<file path="src/rtl/spi_flash_responder.sv">
// spi_flash_responder: SPI mode-0 slave that answers serial-NOR style READ
// transactions from a byte-wide backing store. SCK, CS_N and MOSI are
// oversampled in the clk domain, so nothing here runs on the SPI clock.
// Optional build macro FAST_READ_EN adds opcode 0x0B with 8 dummy clocks.
module spi_flash_responder #(
    parameter int         ADDR_WIDTH = 24,
    parameter logic [7:0] READ_CMD   = 8'h03
) (
    input  logic                  clk,
    input  logic                  reset,
    input  logic                  spi_clk,
    input  logic                  spi_cs_n,
    input  logic                  spi_mosi,
    output logic                  spi_miso,
    output logic                  spi_miso_oe,
    output logic [ADDR_WIDTH-1:0] mem_addr,
    output logic                  mem_rstrb,
    input  logic [7:0]            mem_rdata,
    output logic                  active,
    output logic                  bad_cmd
);

    typedef enum logic [2:0] {
        IDLE,
        CMD,
        ADDR,
        DUMMY,
        DATA,
        IGNORE
    } state_t;

    state_t state;
    state_t next_state;

    logic [1:0]  sck_sync;
    logic [1:0]  cs_sync;
    logic [1:0]  mosi_sync;
    logic        sck_prev;
    logic        cs_prev;

    logic        sck_s;
    logic        cs_s;
    logic        mosi_s;
    logic        sck_rise;
    logic        sck_fall;
    logic        cs_fall;

    logic [4:0]  bit_cnt;
    logic [7:0]  cmd_sr;
    logic [23:0] addr_sr;
    logic [7:0]  shifter;
    logic [7:0]  prefetch;
    logic        rstrb_q;
    logic        fast_q;

    logic [7:0]  opcode_next;
    logic [23:0] addr_next;
    logic        is_read;
    logic        is_fast;
    logic        opcode_ok;

    assign sck_s    = sck_sync[1];
    assign cs_s     = cs_sync[1];
    assign mosi_s   = mosi_sync[1];
    assign sck_rise = sck_s & ~sck_prev;
    assign sck_fall = ~sck_s & sck_prev;
    assign cs_fall  = cs_prev & ~cs_s;

    assign opcode_next = {cmd_sr[6:0], mosi_s};
    assign addr_next   = {addr_sr[22:0], mosi_s};
    assign is_read     = (opcode_next == READ_CMD);
`ifdef FAST_READ_EN
    assign is_fast     = (opcode_next == 8'h0B);
`else
    assign is_fast     = 1'b0;
`endif
    assign opcode_ok   = is_read | is_fast;

    // Two-flop synchronisers plus previous-value registers for edge detection.
    // CS resets to "low" so a CS held low across reset is not taken as a new
    // assertion; the master must raise and lower it again.
    always_ff @(posedge clk or posedge reset) begin
        if (reset) begin
            sck_sync  <= 2'b00;
            cs_sync   <= 2'b00;
            mosi_sync <= 2'b00;
            sck_prev  <= 1'b0;
            cs_prev   <= 1'b0;
        end else begin
            sck_sync  <= {sck_sync[0], spi_clk};
            cs_sync   <= {cs_sync[0], spi_cs_n};
            mosi_sync <= {mosi_sync[0], spi_mosi};
            sck_prev  <= sck_s;
            cs_prev   <= cs_s;
        end
    end

    // State register.
    always_ff @(posedge clk or posedge reset) begin
        if (reset) begin
            state <= IDLE;
        end else begin
            state <= next_state;
        end
    end

    // Next-state decode; a deasserted CS overrides every other transition.
    always_comb begin
        next_state = state;
        case (state)
            IDLE:    if (cs_fall) next_state = CMD;
            CMD:     if (sck_rise && bit_cnt == 5'd7)
                         next_state = opcode_ok ? ADDR : IGNORE;
            ADDR:    if (sck_rise && bit_cnt == 5'd23)
                         next_state = fast_q ? DUMMY : DATA;
            DUMMY:   if (sck_rise && bit_cnt == 5'd7) next_state = DATA;
            DATA:    next_state = DATA;
            IGNORE:  next_state = IGNORE;
            default: next_state = IDLE;
        endcase
        if (cs_s) next_state = IDLE;
    end

    // Shift registers, bit counting, MISO drive and the prefetch pipeline.
    // A strobe raised here is seen by the store next cycle and its data is
    // captured into prefetch one cycle after that.
    always_ff @(posedge clk or posedge reset) begin
        if (reset) begin
            bit_cnt     <= 5'd0;
            cmd_sr      <= 8'h00;
            addr_sr     <= 24'h000000;
            shifter     <= 8'h00;
            prefetch    <= 8'h00;
            rstrb_q     <= 1'b0;
            fast_q      <= 1'b0;
            mem_addr    <= '0;
            mem_rstrb   <= 1'b0;
            spi_miso    <= 1'b0;
            spi_miso_oe <= 1'b0;
            active      <= 1'b0;
            bad_cmd     <= 1'b0;
        end else begin
            mem_rstrb <= 1'b0;
            bad_cmd   <= 1'b0;
            rstrb_q   <= mem_rstrb;
            if (cs_s) begin
                bit_cnt     <= 5'd0;
                spi_miso    <= 1'b0;
                spi_miso_oe <= 1'b0;
                active      <= 1'b0;
                rstrb_q     <= 1'b0;
                fast_q      <= 1'b0;
                prefetch    <= 8'h00;
            end else begin
                if (rstrb_q) prefetch <= mem_rdata;
                case (state)
                    IDLE: begin
                        if (cs_fall) begin
                            active  <= 1'b1;
                            bit_cnt <= 5'd0;
                        end
                    end
                    CMD: begin
                        if (sck_rise) begin
                            cmd_sr <= opcode_next;
                            if (bit_cnt == 5'd7) begin
                                bit_cnt <= 5'd0;
                                fast_q  <= is_fast;
                                if (!opcode_ok) bad_cmd <= 1'b1;
                            end else begin
                                bit_cnt <= bit_cnt + 5'd1;
                            end
                        end
                    end
                    ADDR: begin
                        if (sck_rise) begin
                            addr_sr <= addr_next;
                            if (bit_cnt == 5'd23) begin
                                bit_cnt   <= 5'd0;
                                mem_addr  <= addr_next[ADDR_WIDTH-1:0];
                                mem_rstrb <= 1'b1;
                            end else begin
                                bit_cnt <= bit_cnt + 5'd1;
                            end
                        end
                    end
                    DUMMY: begin
                        if (sck_rise) begin
                            if (bit_cnt == 5'd7) bit_cnt <= 5'd0;
                            else                 bit_cnt <= bit_cnt + 5'd1;
                        end
                    end
                    DATA: begin
                        if (sck_fall) begin
                            if (bit_cnt[2:0] == 3'd0) begin
                                shifter     <= prefetch;
                                spi_miso    <= prefetch[7];
                                spi_miso_oe <= 1'b1;
                                mem_addr    <= mem_addr + ADDR_WIDTH'(1);
                                mem_rstrb   <= 1'b1;
                            end else begin
                                shifter  <= {shifter[6:0], 1'b0};
                                spi_miso <= shifter[6];
                            end
                            bit_cnt <= {2'b00, bit_cnt[2:0] + 3'd1};
                        end
                    end
                    default: begin
                    end
                endcase
            end
        end
    end

endmodule

</file>
<file path="config.mk">
export PLATFORM = sky130hd
export DESIGN_NAME = spi_flash_responder
export DESIGN_NICKNAME = d
export VERILOG_FILES = /design/src/rtl/spi_flash_responder.sv
export SDC_FILE = /design/constraint.sdc
export NUM_CORES = 1
export LEC_CHECK = 0
export BUFFER_PORTS_ARGS = -buffer_cell sky130_fd_sc_hd__buf_2
export CAP_MARGIN = 20
export CORE_MARGIN = 4
export CORE_UTILIZATION = 25
export CTS_CLUSTER_DIAMETER = 80
export DETAILED_ROUTE_END_ITERATION = 16
export PLACE_DENSITY_LB_ADDON = 0.05
export SETUP_SLACK_MARGIN = 0.1
export SYNTH_ARGS = -nofsm -noshare
export SYNTH_HDL_FRONTEND = slang
export SYNTH_SLANG_ARGS = --single-unit
</file>
<file path="constraint.sdc">
create_clock -name clk -period 4 [get_ports clk]
set_input_delay 0.2 -clock clk [delete_from_list [all_inputs] [get_ports clk]]
set_output_delay 0.2 -clock clk [all_outputs]
set_load 0.005 [all_outputs]
</file>
==> impl_metrics.env <==
export IMPL_status="finished, final reports clean"
export IMPL_cts_tree="built"
export IMPL_grt_max_degree=70
export IMPL_dp_cells=653
export IMPL_grt_pass1_wl_mm=18.6
export IMPL_drtAntennaViolNets=0
export IMPL_antennaDiodeCount=0
export IMPL_max_freq_ghz=0.321
export IMPL_cpPeakStageDelay_ns=0.72
export IMPL_cts_sinks=91
export IMPL_finalHoldViolations=0
export IMPL_critPathSlowestCell="or4b_1"
export IMPL_path_clk_slew_ns=0.06
export IMPL_syn_area_per_cell_um2=10.5
export IMPL_syn_num_nets=428
export IMPL_drt_iter0_markers=167
export IMPL_finalNetCount=463
export IMPL_first_pass_iters=5
export IMPL_hp_class="in2async"
export IMPL_crit_fanout=33
export IMPL_critPathKind="reg2reg"
export IMPL_core_area_mm2=0.0168
export IMPL_fin_worst_hold_slack_ns=0.0432
export IMPL_io_pins=42
export IMPL_min_period_ns=3.11
export IMPL_slew_headroom_pct=34.5
export IMPL_die_w_um=140
export IMPL_power_density_mw_per_mm2=365
export IMPL_tns_ns=0
export IMPL_cts_resized_gates=0
export IMPL_tightest_slew_ns=0.978
export IMPL_drive_above_1_share_pct=22.4
export IMPL_h_tree_depth=3
export IMPL_grt_antenna_before_repair=0
export IMPL_fin_cells=671
export IMPL_grt_pass1_vias=3320
export IMPL_synth_cell_types=55
export IMPL_required_ns=4.22
export IMPL_end_kind="register"
export IMPL_syn_cell_area_mm2=0.00433
export IMPL_startpoint_type="register"
export IMPL_setup_viol=0
export IMPL_timing_rr_start="state[0]"
export IMPL_cts_setup_buffers=0
export IMPL_p_leak_nw=2.28
export IMPL_vias=3195
export IMPL_grt_use_total_pct=11.9
export IMPL_synth_cells=412
export IMPL_drv_cap=0
export IMPL_synth_edf_count=0
export IMPL_cp_num_buf_inv=2
export IMPL_synth_warnings=0
export IMPL_hpwl_mm=7.47
export IMPL_drc=0
export IMPL_vias_per_cell=4.76
export IMPL_ys_seq_elements=91
export IMPL_cts_root_buf="clkbuf_16"
export IMPL_wirelength_mm=10.9
export IMPL_dieArea_mm2=0.0195
export IMPL_p_total_mw=1.84
export IMPL_portBuffers=41
export IMPL_areaGrowthSynthToFinish_pct=16.6
export IMPL_die_h_um=140
export IMPL_cts_buffer_depth=2
export IMPL_crit_start="state[0]"
export IMPL_final_cell_mix="dfrtp_1 (91), buf_2 (41), nand2_1 (36)"
export IMPL_rsz0062_at_grt="false"
export IMPL_cts_buffers=9
export IMPL_mostFrequentLayoutCell="dfrtp_1"
export IMPL_yosys_most_used_dff="dfrtp_1"
export IMPL_clk_latency_ns=0.34
export IMPL_fp_row_count=47
export IMPL_ir_drop_v=0.000195
export IMPL_wire_per_inst_um=16.3
export IMPL_critPathArrivalTime_ns=3.34
export IMPL_period_share_pct=77.8
export IMPL_hold_buffers=3
export IMPL_seq_area_frac_synth_pct=52.6
export IMPL_grt_overflow=0
export IMPL_drv_slew=0
export IMPL_path_delay_family="simple AND/OR/NAND/NOR gates"
export IMPL_skew_ns=0.00793
export IMPL_synth_async_sr_flop_share_pct=100
export IMPL_gp_congestion=0.720
export IMPL_worstPathCellList="or3b_1 -> buf_4 -> or4b_1 -> o22a_4 -> clkinv_2 -> o21ai_1 -> a22o_1"
export IMPL_initial_utilization_pct=25.8
## cells by family after synthesis
| family | after synthesis | synth area share, % |
|---|---|---|
| AND/OR/NAND/NOR | 131 | 14.8 |
| AO/OA/AOI/OAI | 102 | 15.7 |
| flip-flops | 91 | 52.6 |
| multiplexers | 49 | 12.2 |
| buffers and inverters | 35 | 3.58 |
| adder cells (fa/ha/maj) | 3 | 0.867 |
| XOR/XNOR | 1 | 0.202 |
## cell type report
type                       instances  area [um^2]
multi-input combinational        286         1900
timing repair buffer              49          273
fill                            1766        11700
tap                              220          275
clock inverter                     2         10.0
clock buffer                      13          270
inverter                          10         41.3
sequential                        91         2280
## sequential cells by signal (all words and copies together), names as in the netlist, 3 cells and up
register / cells
mem_addr: 24
addr_sr: 23
state: 3
cmd_sr: 7
shifter: 7
bit_cnt: 5
prefetch: 8
## path summary, 6_finish.rpt
path                                to  slack [ns]  cells after the start
max                        mem_addr[8]        0.89                      7
min                        prefetch[0]        0.04                      2
max reg2reg                mem_addr[8]        0.89                      7
min reg2reg                sck_sync[1]        0.35                      0
max in group asynchronous  mem_addr[5]        3.12                      3
min in group clk           prefetch[0]        0.11                      3
## synth_stat cells (all sizes together) (3+ instances only)
cell     n  area, um^2
o22ai    4        25.0
nand3   16        80.1
dfrtp   91        2280
and3     4        25.0
nor3     6        30.0
a41oi    3        26.3
nor3b    3        22.5
nor4     5        31.3
buf      9        56.3
ha       3        37.5
a31oi    6        37.5
o21a     3        22.5
nor2    34         128
o21ai   22         110
o22a     7        70.1
a211o    3        26.3
mux2i   17         170
nand3b   3        22.5
nand2   36         135
a21oi   30         150
inv      9        33.8
mux2    32         360
a211oi   3        27.5
nor2b    4        25.0
nand4    8        50.1
clkbuf  16        60.1
o31ai    3        22.5
## layer usage
| layer | vias to the layer above | routed length [um] | global-route usage (%) |
|---|---|---|---|
| met5 | - | 0 | 0 |
| met4 | 0 | 192 | 4.44 |
| met3 | 13 | 347 | 2.44 |
| met2 | 52 | 4840 | 17.8 |
| met1 | 1548 | 5530 | 16.9 |
| li1 | 1582 | - | - |
## worst register-to-register path: cells and delay by family, from the launching register on
kind | cells | cell delay [ns]
AND/OR/NAND/NOR | 2 | 1.13
AO/OA/AOI/OAI | 3 | 0.79
buffers and inverters | 2 | 0.59
flip-flops | 1 | 0.49
## through the flow
step / area, um^2 / setup WS, ns / util [%]
after floorplan: 4330 / 1.44 / -
after global placement: 4740 / 0.878 / 28.3
after detailed placement: 4740 / 0.862 / 28.3
after CTS: 5050 / 0.845 / 30.1
after global routing: 5050 / 0.649 / 30.1
final: 5050 / 0.887 / 30.1
## report_power, final
group / leakage (nW) / internal, mW / total [mW] / switching [mW]
logic: 0.888 / 0.0333 / 0.0794 / 0.0461
registers: 1.25 / 0.938 / 0.954 / 0.0164
clock network: 0.141 / 0.467 / 0.811 / 0.344
total: 2.28 / 1.44 / 1.84 / 0.406
(Power assumes the default switching activity.)
